$ cat src/rtl/pipe_pkg.sv
// pipe_pkg: shared types and constants for the CPU pipeline stage registers.
package pipe_pkg;

    localparam logic [31:0] NOP_INSTR = 32'h0000_0000;

    typedef struct packed {
        logic [31:0] pc;
        logic [31:0] instr;
    } if_id_t;

    typedef enum logic [1:0] {
        EMPTY = 2'd0,
        ONE   = 2'd1,
        TWO   = 2'd2
    } pipe_state_e;

    function automatic pipe_state_e state_of(input logic out_valid, input logic skid_valid);
        return skid_valid ? TWO : (out_valid ? ONE : EMPTY);
    endfunction

endpackage

$ cat src/rtl/sat_counter.sv
// sat_counter: saturating up-counter, cleared only by synchronous active-low reset.
module sat_counter #(
    parameter int W = 16
) (
    input  logic         clock,
    input  logic         reset,
    input  logic         inc,
    output logic [W-1:0] count
);

    always_ff @(posedge clock) begin
        if (!reset)
            count <= '0;
        else if (inc && !(&count))
            count <= count + 1'b1;
    end

endmodule

$ cat src/rtl/pipe_stage_reg.sv
// pipe_stage_reg: elastic pipeline stage with one-entry skid buffer, flush-to-bubble
// and a saturating stall-cycle counter.
module pipe_stage_reg
    import pipe_pkg::*;
#(
    parameter int                DATA_W = 64,
    parameter logic [DATA_W-1:0] BUBBLE = '0,
    parameter int                CNT_W  = 16
) (
    input  logic              clock,
    input  logic              reset,
    input  logic              in_valid,
    output logic              in_ready,
    input  logic [DATA_W-1:0] in_data,
    input  logic              flush,
    output logic              out_valid,
    input  logic              out_ready,
    output logic [DATA_W-1:0] out_data,
    output logic [CNT_W-1:0]  stall_cnt
);

    logic              skid_valid;
    logic [DATA_W-1:0] skid_data;
    logic              nxt_out_valid, nxt_skid_valid;
    logic [DATA_W-1:0] nxt_out_data, nxt_skid_data;
    logic              accept, drain;
    pipe_state_e       state;

    assign accept = in_valid && in_ready;
    assign drain  = out_valid && out_ready;
    assign state  = state_of(out_valid, skid_valid);

    always_comb begin
        nxt_out_valid  = out_valid;
        nxt_out_data   = out_data;
        nxt_skid_valid = skid_valid;
        nxt_skid_data  = skid_data;
        if (flush) begin
            nxt_out_valid  = 1'b0;
            nxt_out_data   = BUBBLE;
            nxt_skid_valid = 1'b0;
            nxt_skid_data  = BUBBLE;
        end else if (state == TWO) begin
            if (drain) begin
                nxt_out_data   = skid_data;
                nxt_skid_valid = 1'b0;
                nxt_skid_data  = BUBBLE;
            end
        end else if (state == ONE) begin
            if (accept && drain) begin
                nxt_out_data = in_data;
            end else if (accept) begin
                nxt_skid_valid = 1'b1;
                nxt_skid_data  = in_data;
            end else if (drain) begin
                nxt_out_valid = 1'b0;
                nxt_out_data  = BUBBLE;
            end
        end else if (accept) begin
            nxt_out_valid = 1'b1;
            nxt_out_data  = in_data;
        end
    end

    // in_ready is taken from the next skid state so it never depends on out_ready combinationally
    always_ff @(posedge clock) begin
        if (!reset) begin
            out_valid  <= 1'b0;
            out_data   <= BUBBLE;
            skid_valid <= 1'b0;
            skid_data  <= BUBBLE;
            in_ready   <= 1'b1;
        end else begin
            out_valid  <= nxt_out_valid;
            out_data   <= nxt_out_data;
            skid_valid <= nxt_skid_valid;
            skid_data  <= nxt_skid_data;
            in_ready   <= !nxt_skid_valid;
        end
    end

    sat_counter #(.W(CNT_W)) u_stall_cnt (
        .clock (clock),
        .reset (reset),
        .inc   (out_valid && !out_ready),
        .count (stall_cnt)
    );

    a_skid_needs_main: assert property (@(posedge clock) disable iff (!reset) skid_valid |-> out_valid);
    a_bubble_when_idle: assert property (@(posedge clock) disable iff (!reset) !out_valid |-> out_data == BUBBLE);
    a_ready_tracks_skid: assert property (@(posedge clock) disable iff (!reset) in_ready == !skid_valid);

endmodule

$ cat config.mk
export PLATFORM = sky130hd
export DESIGN_NAME = pipe_stage_reg
export DESIGN_NICKNAME = d
export VERILOG_FILES = /design/src/rtl/pipe_pkg.sv /design/src/rtl/sat_counter.sv /design/src/rtl/pipe_stage_reg.sv
export SDC_FILE = /design/constraint.sdc
export NUM_CORES = 1
export LEC_CHECK = 0
export BUFFER_PORTS_ARGS = -buffer_cell sky130_fd_sc_hd__buf_2
export CORE_UTILIZATION = 48
export DETAILED_ROUTE_END_ITERATION = 10
export PLACE_DENSITY = 0.85
export REMOVE_ABC_BUFFERS = 1
export SLEW_MARGIN = 40
export SYNTH_ARGS = -nofsm -noshare
export SYNTH_HDL_FRONTEND = slang
export SYNTH_SLANG_ARGS = --single-unit
$ cat constraint.sdc
create_clock -name clock -period 1.7 [get_ports clock]
set_clock_uncertainty 0.1 [all_clocks]
set_input_delay 0.085 -clock clock [delete_from_list [all_inputs] [get_ports clock]]
set_output_delay 0.085 -clock clock [all_outputs]
set_load 0.05 [all_outputs]
==> metrics.md, run 1 <==
| Metric | Value |
|---|---|
| Root Buffer | `clkbuf_16` |
| Sequential fraction of design power | `0.405` |
| Worst-Margin Slew | `0.4638 ns` |
| Share of layout cells above drive strength 1 | `0.2728` |
| Worst path most repeated cell | `or4_4` |
| Die X | `115.7 microns` |
| Internal power | `6.624 mW` |
| Starting Density | `0.4915` |
| Worst EP arrival | `2.06 ns` |
| Slew Limit Headroom | `0.6904` |
| GRT Resource Usage Total | `0.2576` |
| Critical-path top delay cell | `or4_4` |
| Distinct cells, synth | `39` |
| Gpl congestion | `0.9320` |
| Setup crit end kind | `register` |
| PortBufs | `150` |
| DR vias/cell | `5.544` |
| Register area share after synthesis | `0.4745` |
| Total power | `8.850 mW` |
| Clk_lat worst skew | `0.42 ns` |
| Post-synth EDFFs | `0` |
| Required @ worst endpoint | `1.94 ns` |
| Post-DP HPWL | `9.711 mm` |
| Post-Synthesis Cell Area | `6202 sq um` |
| Switching part of the total | `0.2515` |
| Status | `finished, violations left` |
| Post-Syn Area per Cell | `8.193 sq um` |
| CTS HTree Levels | `4` |
| Final Hold Viols | `0` |
| Clock power frac | `0.452` |
| Ys flop type | `dfxtp_1` |
| Top cells by count, synth | `dfxtp_1 (147), nand2_1 (137), a21oi_1 (76)` |
| IO Count | `151` |
| Post-synthesis cell count | `757` |
| Filler Cells Inserted | `928` |
| DR pass1 iterations | `5` |
| Critical-path cell list | `nand4_4, or4_4, or4_4, a21oi_2` |
| DRC | `0` |
| Die area | `13380 sq um` |
| Via count | `6481` |
| Startpoint types | `register` |
| Row count | `41` |
| First-pass GRT wire length | `27.21 mm` |
| Initial antenna violation count | `0` |
| Iteration-0 DRC Markers | `489` |
| Vias in the first global route | `5829` |
| CTS tree | `done` |
| Delay of the slowest cell on the worst path | `0.54 ns` |
| Clock transition at path regs | `0.06 ns` |
| Synth top area cells | `dfxtp_1 (47%), nand2_1 (8.3%), a211oi_1 (7.9%)` |
| PD cells | `980.0 nW/um^2` |
| P_leak | `3.737 nW` |
| Worst VDD drop | `0.7671 mV` |
| Final WL | `18.87 mm` |
| Failing checks | `negative setup slack` |
| Bufs and invs on worst path | `0` |
| Largest net degree at the start of global routing | `71` |
| Logic pwr share | `0.143` |
| Setup CP Type | `reg -> reg` |
| Ys async rst share | `0` |
| Max Cap Viol | `0` |
| Max Transition Viols Final | `0` |
| NumNets Final | `1055` |
| Chip height | `115.7 microns` |
| Antenna Cells | `0` |
| ANT nets after route | `0` |
| Setup WS post-layout | `-0.1133 ns` |
| # setup viols final | `5` |
| Count leader, synth | `dfxtp_1` |
| Area share of the largest cell type after synthesis | `0.4745` |
| Fmax | `0.5515 GHz` |
| Core area | `12620 sq um` |
| Num CTS Buffers | `17` |
| Final period util | `1.067` |
| RSZ-0062 raised after global routing | `yes` |
| Final Util | `0.7156` |
| Yosys warning count | `0` |
| CP top delay family | `simple AND/OR/NAND/NOR gates` |
| Cell taking the most area after synthesis | `dfxtp_1` |
| Hold WC Path Type | `in -> reg` |
| Seq cells post-synth | `147` |
| NetSw | `2.226 mW` |
| Max clock buf depth | `2` |
| Total grt overflow | `0` |
| Clk sinks | `147` |
| Critical path peak fanout | `3` |
| Crit path time final | `1.813 ns` |
| Routed length per instance | `16.14 microns` |
| Area Growth Syn to Fin | `45.61%` |
## cell usage in the layout, fill, tap and decap left out, types with 3 or more instances in the layout
cell and n:
dfxtp_2 6, bufinv_16 4, nor2_1 67, nor2b_1 65
nand2b_1 3, nand3_1 5, a21oi_1 75, buf_6 3
buf_2 150, nand4_1 5, nand2_1 136, clkbuf_8 4
a211oi_1 60, or4_1 5, a31oi_1 3, clkbuf_16 21
clkinv_2 3, dfxtp_1 140, dlygate4sd3_1 66, o31ai_1 6
o21ai_4 3, o21ai_0 6, buf_4 39, inv_1 4
buf_12 13, a211oi_2 5, a22oi_1 64
## kinds of logic after synthesis
group / Yosys count / share of synthesized area
adders and majority gates: 1 / 0.002017
buffers and inverters: 70 / 0.04660
and+or+nand+nor: 312 / 0.2362
AOI/OAI and AO/OA: 225 / 0.2374
DFF: 147 / 0.4745
muxes: 2 / 0.003228
## power by group through the flow
stage	clock (mW)	sequential [mW]	combinational (mW)
after CTS	4.04	3.58	1.12
after global placement	0	3.65	0.992
after floorplan	0	3.94	0.468
final	4.00	3.59	1.27
after detailed placement	0	3.66	1.00
after global routing	4.22	3.59	1.35
## sequential cells by signal, summed over array words and instances, names as in the netlist
| name | cells |
|---|---|
| in_ready | 1 |
| out_data | 64 |
| out_valid | 1 |
| skid_data | 64 |
| skid_valid | 1 |
| u_stall_cnt.count | 16 |
## worst paths after layout
check / startpoint / slack, ns / end / cells past startpoint
setup / recovery: u_stall_cnt.count[5] / -0.11 / u_stall_cnt.count[15] / 4
hold / removal: out_ready / 0.08 / skid_valid / 3
setup reg to reg: u_stall_cnt.count[5] / -0.11 / u_stall_cnt.count[15] / 4
hold reg to reg: skid_data[32] / 0.35 / skid_data[32] / 2
## metrics by stage
stage	instances	worst slack (ns)	hold slack, ns	cell area (sq um)	setup TNS (ns)
6_report	1169	-0.1133	0.07783	9031	-0.2359
5_1_grt	1169	-0.1486	0.09842	9031	-1.138
4_1_cts	1158	-0.09215	0.02270	8781	-0.1288
3_5_place_dp	1060	-0.1606	0.3246	7450	-0.5891
3_3_place_gp	1060	-0.09325	0.3144	7450	-0.3152
2_1_floorplan	691	-7.503	0.1233	5928	-737.13
## timing repair
action / 4_1_cts / 5_1_grt
setup buffers: 1 / 5
hold buffers: 66 / 0
gates resized for setup: 10 / 16
pin swaps: 6 / 5
endpoints found under the setup margin: 7 / 112
endpoints found under the hold margin: 70 / 0
gates cloned: 0 / 6
## routing by layer
metal	vias to the layer above	track usage	wire, microns
met5	-	0	0
met3	48	0.06119	1154
met2	278	0.4439	9512
met1	3040	0.3037	7763
met4	0	0.1188	435
li1	3115	-	-
## worst min-delay path, delay by kind of cell
family | cells | cell delay, ns
buffers and inverters | 1 | 0.18
AND/OR/NAND/NOR | 2 | 0.27
## final cells by class
class,count,area (sq um),share of cell area
multi-input combinational,540,3113,0.3447
sequential,147,2954,0.3271
timing repair buffer,275,2098,0.2323
clock buffer,22,484.2,0.05362
tap,172,215.2,0.02383
clock inverter,9,151.4,0.01676
inverter,4,15.01,0.001663
Note: power is estimated with default switching activity, not from simulation.
==> run 2, diff against run 1 <==
--- a/config.mk
+++ b/config.mk
@@ -6,6 +6,7 @@
 export NUM_CORES = 1
 export LEC_CHECK = 0
 export BUFFER_PORTS_ARGS = -buffer_cell sky130_fd_sc_hd__buf_2
+export CORE_ASPECT_RATIO = 0.75
 export CORE_UTILIZATION = 48
 export DETAILED_ROUTE_END_ITERATION = 10
 export PLACE_DENSITY = 0.85
==> run 2 against run 1 <==
Compared with the run above:
- the run still ends with negative setup slack left
- sequential cell count did not move
- critical path depth did not move
- design area fell by 0.85%
- routed wire length fell by 3.6%
- clock power fell by 9.5%
- final cell count fell by 0.43%
- sequential share of layout area rose by 0.35 points
- die area barely moved
- register-to-register slack barely moved
- count of clock-buffer cells in the layout fell by 5
- highest routed layer unchanged
==> metrics.md, run 2 (synthesis results as in run 1) <==
| Metric | Value |
|---|---|
| RSZ-0062 raised after global routing | `yes` |
| Setup crit end kind | `register` |
| Non-filler cells in the finished layout | `1164` |
| First-pass GRT wire length | `28.71 mm` |
| # setup viols final | `8` |
| Clk sinks | `147` |
| WHS Endpoint | `out_data[28]` |
| Vias in the first global route | `6002` |
| Antenna Cells | `0` |
| PortBufs | `150` |
| Startpoint types | `register` |
| Die X | `133.3 microns` |
| Failing checks | `negative setup slack` |
| Final WL | `18.19 mm` |
| P_leak | `3.692 nW` |
| Final period util | `1.062` |
| WHS Path Cells | `3` |
| CTS tree | `done` |
| Setup WS post-layout | `-0.1060 ns` |
| Critical-path top delay cell | `or4_4` |
| Core area | `12440 sq um` |
| GRT Resource Usage Total | `0.2654` |
| NumNets Final | `1055` |
| Worst EP arrival | `2.04 ns` |
| Final Hold Viols | `0` |
| Register-to-Register Path Depth | `4` |
| PD cells | `941.6 nW/um^2` |
| Reg-to-reg setup timing slack | `-0.11 ns` |
| Largest net degree at the start of global routing | `72` |
| Clock transition at path regs | `0.06 ns` |
| ANT nets after route | `0` |
| Worst-Margin Slew | `0.5015 ns` |
| Routed length per instance | `15.63 microns` |
| DRC | `0` |
| Die area | `13380 sq um` |
| Post-DP HPWL | `9.985 mm` |
| Delay of the slowest cell on the worst path | `0.55 ns` |
| Most common cell after layout, fill and taps aside | `buf_2` |
| Hold WC Path Type | `in -> reg` |
| Root Buffer | `clkbuf_16` |
| Setup CP Type | `reg -> reg` |
| DR pass1 iterations | `5` |
| Most frequent cells in the layout | `buf_2 (152), dfxtp_1 (139), nand2_1 (136), a21oi_1 (76), nor2_1 (67)` |
| Critical-path cell list | `nand4_4, or4_4, or4_1, a21oi_1` |
| Area Growth Syn to Fin | `44.38%` |
| Clk_lat worst skew | `0.41 ns` |
| R2r endpoint | `u_stall_cnt.count[15]` |
| Status | `finished, violations left` |
| Row count | `35` |
| Gpl congestion | `0.8591` |
| Initial antenna violation count | `0` |
| Hold wc startpoint | `flush` |
| Max Transition Viols Final | `0` |
| CTS HTree Levels | `4` |
| Crit path time final | `1.806 ns` |
| Max clock buf depth | `2` |
| Biggest registers after layout | `out_data x64, skid_data x64, u_stall_cnt.count x16` |
| Placed cell area | `7430 sq um` |
| Placed Instances | `1054` |
| IO Count | `151` |
| Starting Density | `0.4987` |
| Max Cap Viol | `0` |
| Finished layout cell area | `8955 sq um` |
| Via count | `6490` |
| Slew Limit Headroom | `0.6653` |
| Share of layout cells above drive strength 1 | `0.2816` |
| Num CTS Buffers | `17` |
| Total grt overflow | `0` |
| Required @ worst endpoint | `1.93 ns` |
| Crit Reg-Reg Startpoint | `u_stall_cnt.count[5]` |
| Critical path peak fanout | `5` |
| Fmax | `0.5537 GHz` |
| Chip height | `100.4 microns` |
| Worst VDD drop | `0.7148 mV` |
| Iteration-0 DRC Markers | `474` |
| DR vias/cell | `5.576` |
[run 2: changes by cell type in the layout (fill, tap and decap cells not counted), sizes merged]
| cell | previous run | this run |
|---|---|---|
| clkbuf | 26 | 18 |
| inv | 4 | 11 |
| buf | 205 | 208 |
| bufinv | 4 | 1 |
| clkinvlp | 1 | 3 |
[run 2: final cells by class]
type                    instances  area (sq um)
clock buffers                  17         425.4
clock inverters                15         146.4
fillers                       846          3482
inverters                       4         15.01
multi-input cells             540          3181
flip-flops and latches        147          2960
well taps                     166         207.7
repair buffers                275          2019
[run 2: how the worst max path moves through the flow]
| stage | slack (ns) | start | endpoint |
|---|---|---|---|
| finish | -0.11 | u_stall_cnt.count[5] | u_stall_cnt.count[15] |
| global route | -0.16 | u_stall_cnt.count[5] | u_stall_cnt.count[15] |
| CTS | -0.10 | u_stall_cnt.count[5] | u_stall_cnt.count[15] |
| detailed placement | -0.21 | u_stall_cnt.count[0] | u_stall_cnt.count[10] |
| global placement | -0.16 | u_stall_cnt.count[0] | u_stall_cnt.count[8] |
| floorplan | -7.50 | skid_valid | out_data[0] |
[run 2: critical path: cells and delay by family, from the launching register on]
| family | cells | cell delay, ns |
|---|---|---|
| AOI/OAI and AO/OA | 1 | 0.13 |
| DFF | 1 | 0.38 |
| and+or+nand+nor | 3 | 1.13 |
[run 2: repair_timing]
action	CTS	global route
resized for setup	16	28
pin swaps	27	7
hold buffers	66	0
endpoints found under the setup margin	17	79
setup buffers	3	6
cloned	2	2
hold endpoints to repair	69	0
[run 2: power breakdown]
| group | internal [mW] | total [mW] | switching, mW |
|---|---|---|---|
| Sequential | 3.53 | 3.58 | 0.0505 |
| Combinational | 0.465 | 1.23 | 0.764 |
| Clock | 2.06 | 3.62 | 1.57 |
[run 2: per-stage QoR]
step / TNS [ns] / setup WS (ns) / total power [mW] / hold WS (ns) / utilization
finish: -0.3258 / -0.1060 / 8.432 / 0.06745 / 0.7200
floorplan: -737.13 / -7.503 / 4.413 / 0.1233 / -
detailed placement: -1.666 / -0.2104 / 4.666 / 0.3274 / 0.5974
CTS: -0.3666 / -0.1016 / 8.411 / 0.04154 / 0.7065
global placement: -0.9880 / -0.1571 / 4.652 / 0.3137 / 0.5974
global route: -1.298 / -0.1561 / 8.733 / 0.08318 / 0.7200
[run 2: routing by layer]
metal  vias to the layer above  part of all wire  track usage
li1                       3127                 -            -
met1                      3028              0.41       0.3344
met2                       306              0.50       0.4543
met3                        29             0.076      0.06111
met4                         0             0.014      0.07867
met5                         -                 0            0
==> run 3, diff against run 2 <==
--- a/config.mk
+++ b/config.mk
@@ -7,11 +7,12 @@
 export LEC_CHECK = 0
 export BUFFER_PORTS_ARGS = -buffer_cell sky130_fd_sc_hd__buf_2
 export CORE_ASPECT_RATIO = 0.75
-export CORE_UTILIZATION = 48
+export CORE_UTILIZATION = 50
 export DETAILED_ROUTE_END_ITERATION = 10
-export PLACE_DENSITY = 0.85
+export PLACE_DENSITY = 0.86
 export REMOVE_ABC_BUFFERS = 1
 export SLEW_MARGIN = 40
 export SYNTH_ARGS = -nofsm -noshare
 export SYNTH_HDL_FRONTEND = slang
+export SYNTH_HIERARCHICAL = 1
 export SYNTH_SLANG_ARGS = --single-unit
==> run 3 against run 2 <==
Compared with the run above:
- the flow still finishes with violations (negative setup slack)
- worst hold slack lost 0.055 ns
- die area grew 13%
- fmax grew 3.6%
- utilization grew 0.69 points
- non-clock buffer count grew 7
- setup slack gained 0.062 ns
- highest routed layer unchanged
==> metrics.md, run 3 <==
| Metric | Value |
|---|---|
| Post-Synthesis Cell Area | `7345 sq um` |
| Final period util | `1.026` |
| NumNets Final | `1188` |
| Distinct cells, synth | `45` |
| CTS tree | `done` |
| Switching part of the total | `0.2697` |
| Max Transition Viols Final | `0` |
| DRC | `0` |
| Setup crit end kind | `register` |
| NetSw | `2.379 mW` |
| Required @ worst endpoint | `1.94 ns` |
| Max clock buf depth | `2` |
| Post-synth EDFFs | `0` |
| Post-DP HPWL | `12.93 mm` |
| Met3 usage | `0.06342` |
| Total grt overflow | `0` |
| Met2 GRT Util | `0.5095` |
| RSZ-0062 raised after global routing | `yes` |
| Ys async rst share | `0` |
| Synth top area cells | `dfxtp_1 (40%), a31oi_1 (11%), o31ai_1 (7.1%)` |
| Row count | `37` |
| Register-to-Register Path Depth | `6` |
| ANT nets after route | `0` |
| Register area share after synthesis | `0.4007` |
| Iteration-0 DRC Markers | `1012` |
| # setup viols final | `13` |
| Total power | `8.820 mW` |
| Die area | `15180 sq um` |
| First-pass GRT wire length | `38.19 mm` |
| CTS HTree Levels | `4` |
| Status | `finished, violations left` |
| Startpoint types | `register` |
| Gpl congestion | `0.8141` |
| Crit Reg-Reg Startpoint | `out_valid` |
| Critical-path cell list | `inv_4, nor2_4, nand2_2, or3_4, or4_4, a21oi_2` |
| Yosys warning count | `6` |
| Cell taking the most area after synthesis | `dfxtp_1` |
| Root Buffer | `clkbuf_16` |
| Max Cap Viol | `0` |
| Hold WC Path Type | `in -> reg` |
| Area share of the largest cell type after synthesis | `0.4007` |
| Biggest registers after layout | `out_data x64, skid_data x64, u_stall_cnt/count x16` |
| Delay of the slowest cell on the worst path | `0.49 ns` |
| Fmax | `0.5735 GHz` |
| Share of layout cells above drive strength 1 | `0.2785` |
| Area Growth Syn to Fin | `38.84%` |
| Logic pwr share | `0.155` |
| Post-synthesis cell count | `920` |
| Sequential fraction of design power | `0.408` |
| Chip height | `107.0 microns` |
| WHS Path Cells | `4` |
| Slew Limit Headroom | `0.6461` |
| R2r endpoint | `u_stall_cnt/count[13]` |
| GR peak layer | `met2` |
| Top cells by count, synth | `dfxtp_1 (147), nand2_1 (137), a31oi_1 (128)` |
| Vias in the first global route | `7660` |
| PD cells | `864.9 nW/um^2` |
| Worst VDD drop | `0.7119 mV` |
| Clock power frac | `0.438` |
| CP top delay family | `simple AND/OR/NAND/NOR gates` |
| Starting Density | `0.5236` |
| Core area | `14030 sq um` |
| Most common cell after layout, fill and taps aside | `buf_2` |
| Hold wc startpoint | `in_data[12]` |
| Antenna Cells | `0` |
| Worst EP arrival | `1.98 ns` |
| DR pass1 iterations | `6` |
| Most frequent cells in the layout | `buf_2 (150), nand2_1 (135), dfxtp_1 (132), a31oi_1 (123), nand3_1 (68)` |
| Largest net degree at the start of global routing | `88` |
| Crit path time final | `1.744 ns` |
| Setup WS post-layout | `-0.04362 ns` |
| Final WL | `24.62 mm` |
| Post-Syn Area per Cell | `7.983 sq um` |
| Critical path peak fanout | `6` |
| Count leader, synth | `dfxtp_1` |
| Critical-path top delay cell | `or4_4` |
| GRT Resource Usage Total | `0.3157` |
| Via count | `8376` |
| Worst-Margin Slew | `0.5302 ns` |
| Failing checks | `negative setup slack` |
| Seq cells post-synth | `147` |
| Filler Cells Inserted | `932` |
| IO Count | `151` |
| Die X | `142.0 microns` |
| DR vias/cell | `6.317` |
| Clk_lat worst skew | `0.41 ns` |
| Num CTS Buffers | `17` |
| PortBufs | `150` |
| Setup CP Type | `reg -> reg` |
| Reg-to-reg setup timing slack | `-0.04 ns` |
| Final Hold Viols | `0` |
| Internal power | `6.441 mW` |
| Setup TNS | `-0.1993 ns` |
| Ys flop type | `dfxtp_1` |
| WHS Endpoint | `out_data[12]` |
| Clock transition at path regs | `0.06 ns` |
| P_leak | `3.878 nW` |
| Met1 Track Usage GR | `0.4102` |
| Routed length per instance | `18.57 microns` |
| Initial antenna violation count | `0` |
| Clk sinks | `147` |
| Bufs and invs on worst path | `1` |
[run 3: cell types whose count changed after synthesis, moves of 41 or more]
cell	change
nand3_1	+63
a211oi_1	-63
o31ai_1	+62
or3b_1	+41
o21ai_0	+56
a31oi_1	+125
nor2_1	-58
a21oi_1	-65
a22oi_1	-64
[run 3: power by group through the flow]
stage               Clock [mW]  Sequential, mW  Combinational [mW]
finish                    3.86            3.59                1.37
global route              4.04            3.60                1.44
CTS                       3.87            3.59                1.32
detailed placement           0            3.67                1.16
global placement             0            3.67                1.14
floorplan                    0            3.95               0.423
[run 3: stage by stage]
stage               setup WS (ns)  cells  hold slack (ns)  utilization  area (sq um)
floorplan                  -4.088    817           0.1233            -          6907
global placement          -0.1098   1227           0.3182       0.6150          8627
detailed placement        -0.1580   1227           0.3327       0.6150          8627
CTS                      -0.04616   1321         0.006597       0.7096          9953
global route             -0.09714   1326          0.02082       0.7270         10200
finish                   -0.04362   1326          0.01242       0.7270         10200
[run 3: how the worst max path moves through the flow]
| stage | startpoint | endpoint | slack [ns] | cells after the start |
|---|---|---|---|---|
| after CTS | out_valid | u_stall_cnt/count[13] | -0.05 | 6 |
| after detailed placement | out_valid | u_stall_cnt/count[15] | -0.16 | 6 |
| after global placement | out_valid | u_stall_cnt/count[15] | -0.11 | 6 |
| after floorplan | skid_valid | skid_data[0] | -4.09 | 3 |
| after global routing | skid_valid | skid_data[51] | -0.1 | 4 |
| final | out_valid | u_stall_cnt/count[13] | -0.04 | 6 |
[run 3: area by class of cell]
class / instances / area (sq um) / share of cell area
sequential: 147 / 2974 / 0.2917
inverter: 7 / 28.78 / 0.002822
clock inverter: 8 / 96.34 / 0.009448
clock buffer: 24 / 513.0 / 0.05031
tap: 195 / 244.0 / 0.02393
multi-input combinational: 663 / 4202 / 0.4120
timing repair buffer: 282 / 2140 / 0.2098
[run 3: worst min-delay path, stage by stage]
cell and delay, ns:
buf_2 0.10, nor2b_1 0.14, o21ai_0 0.07, a31oi_1 0.08
[run 3: logic make-up after synthesis]
logic type / share of synthesized area
buf+inv: 0.06320
mux: 0.004089
compound gates: 0.2397
simple gates: 0.2871
xor+xnor: 0.003578
fa+ha+maj: 0.001703
flops: 0.4007
[run 3: timing repair]
| item | CTS | global route |
|---|---|---|
| cloned | 2 | 0 |
| setup endpoints to repair | 91 | 70 |
| pin swaps | 5 | 16 |
| hold buffers | 60 | 0 |
| gates resized for setup | 18 | 54 |
| hold endpoints to repair | 79 | 0 |
| setup buffers | 0 | 5 |
[run 3: layer usage]
layer / up-vias / wire [microns]
met4: 0 / 594
met1: 3894 / 9804
li1: 3798 / -
met2: 610 / 11620
met5: - / 0
met3: 74 / 2600
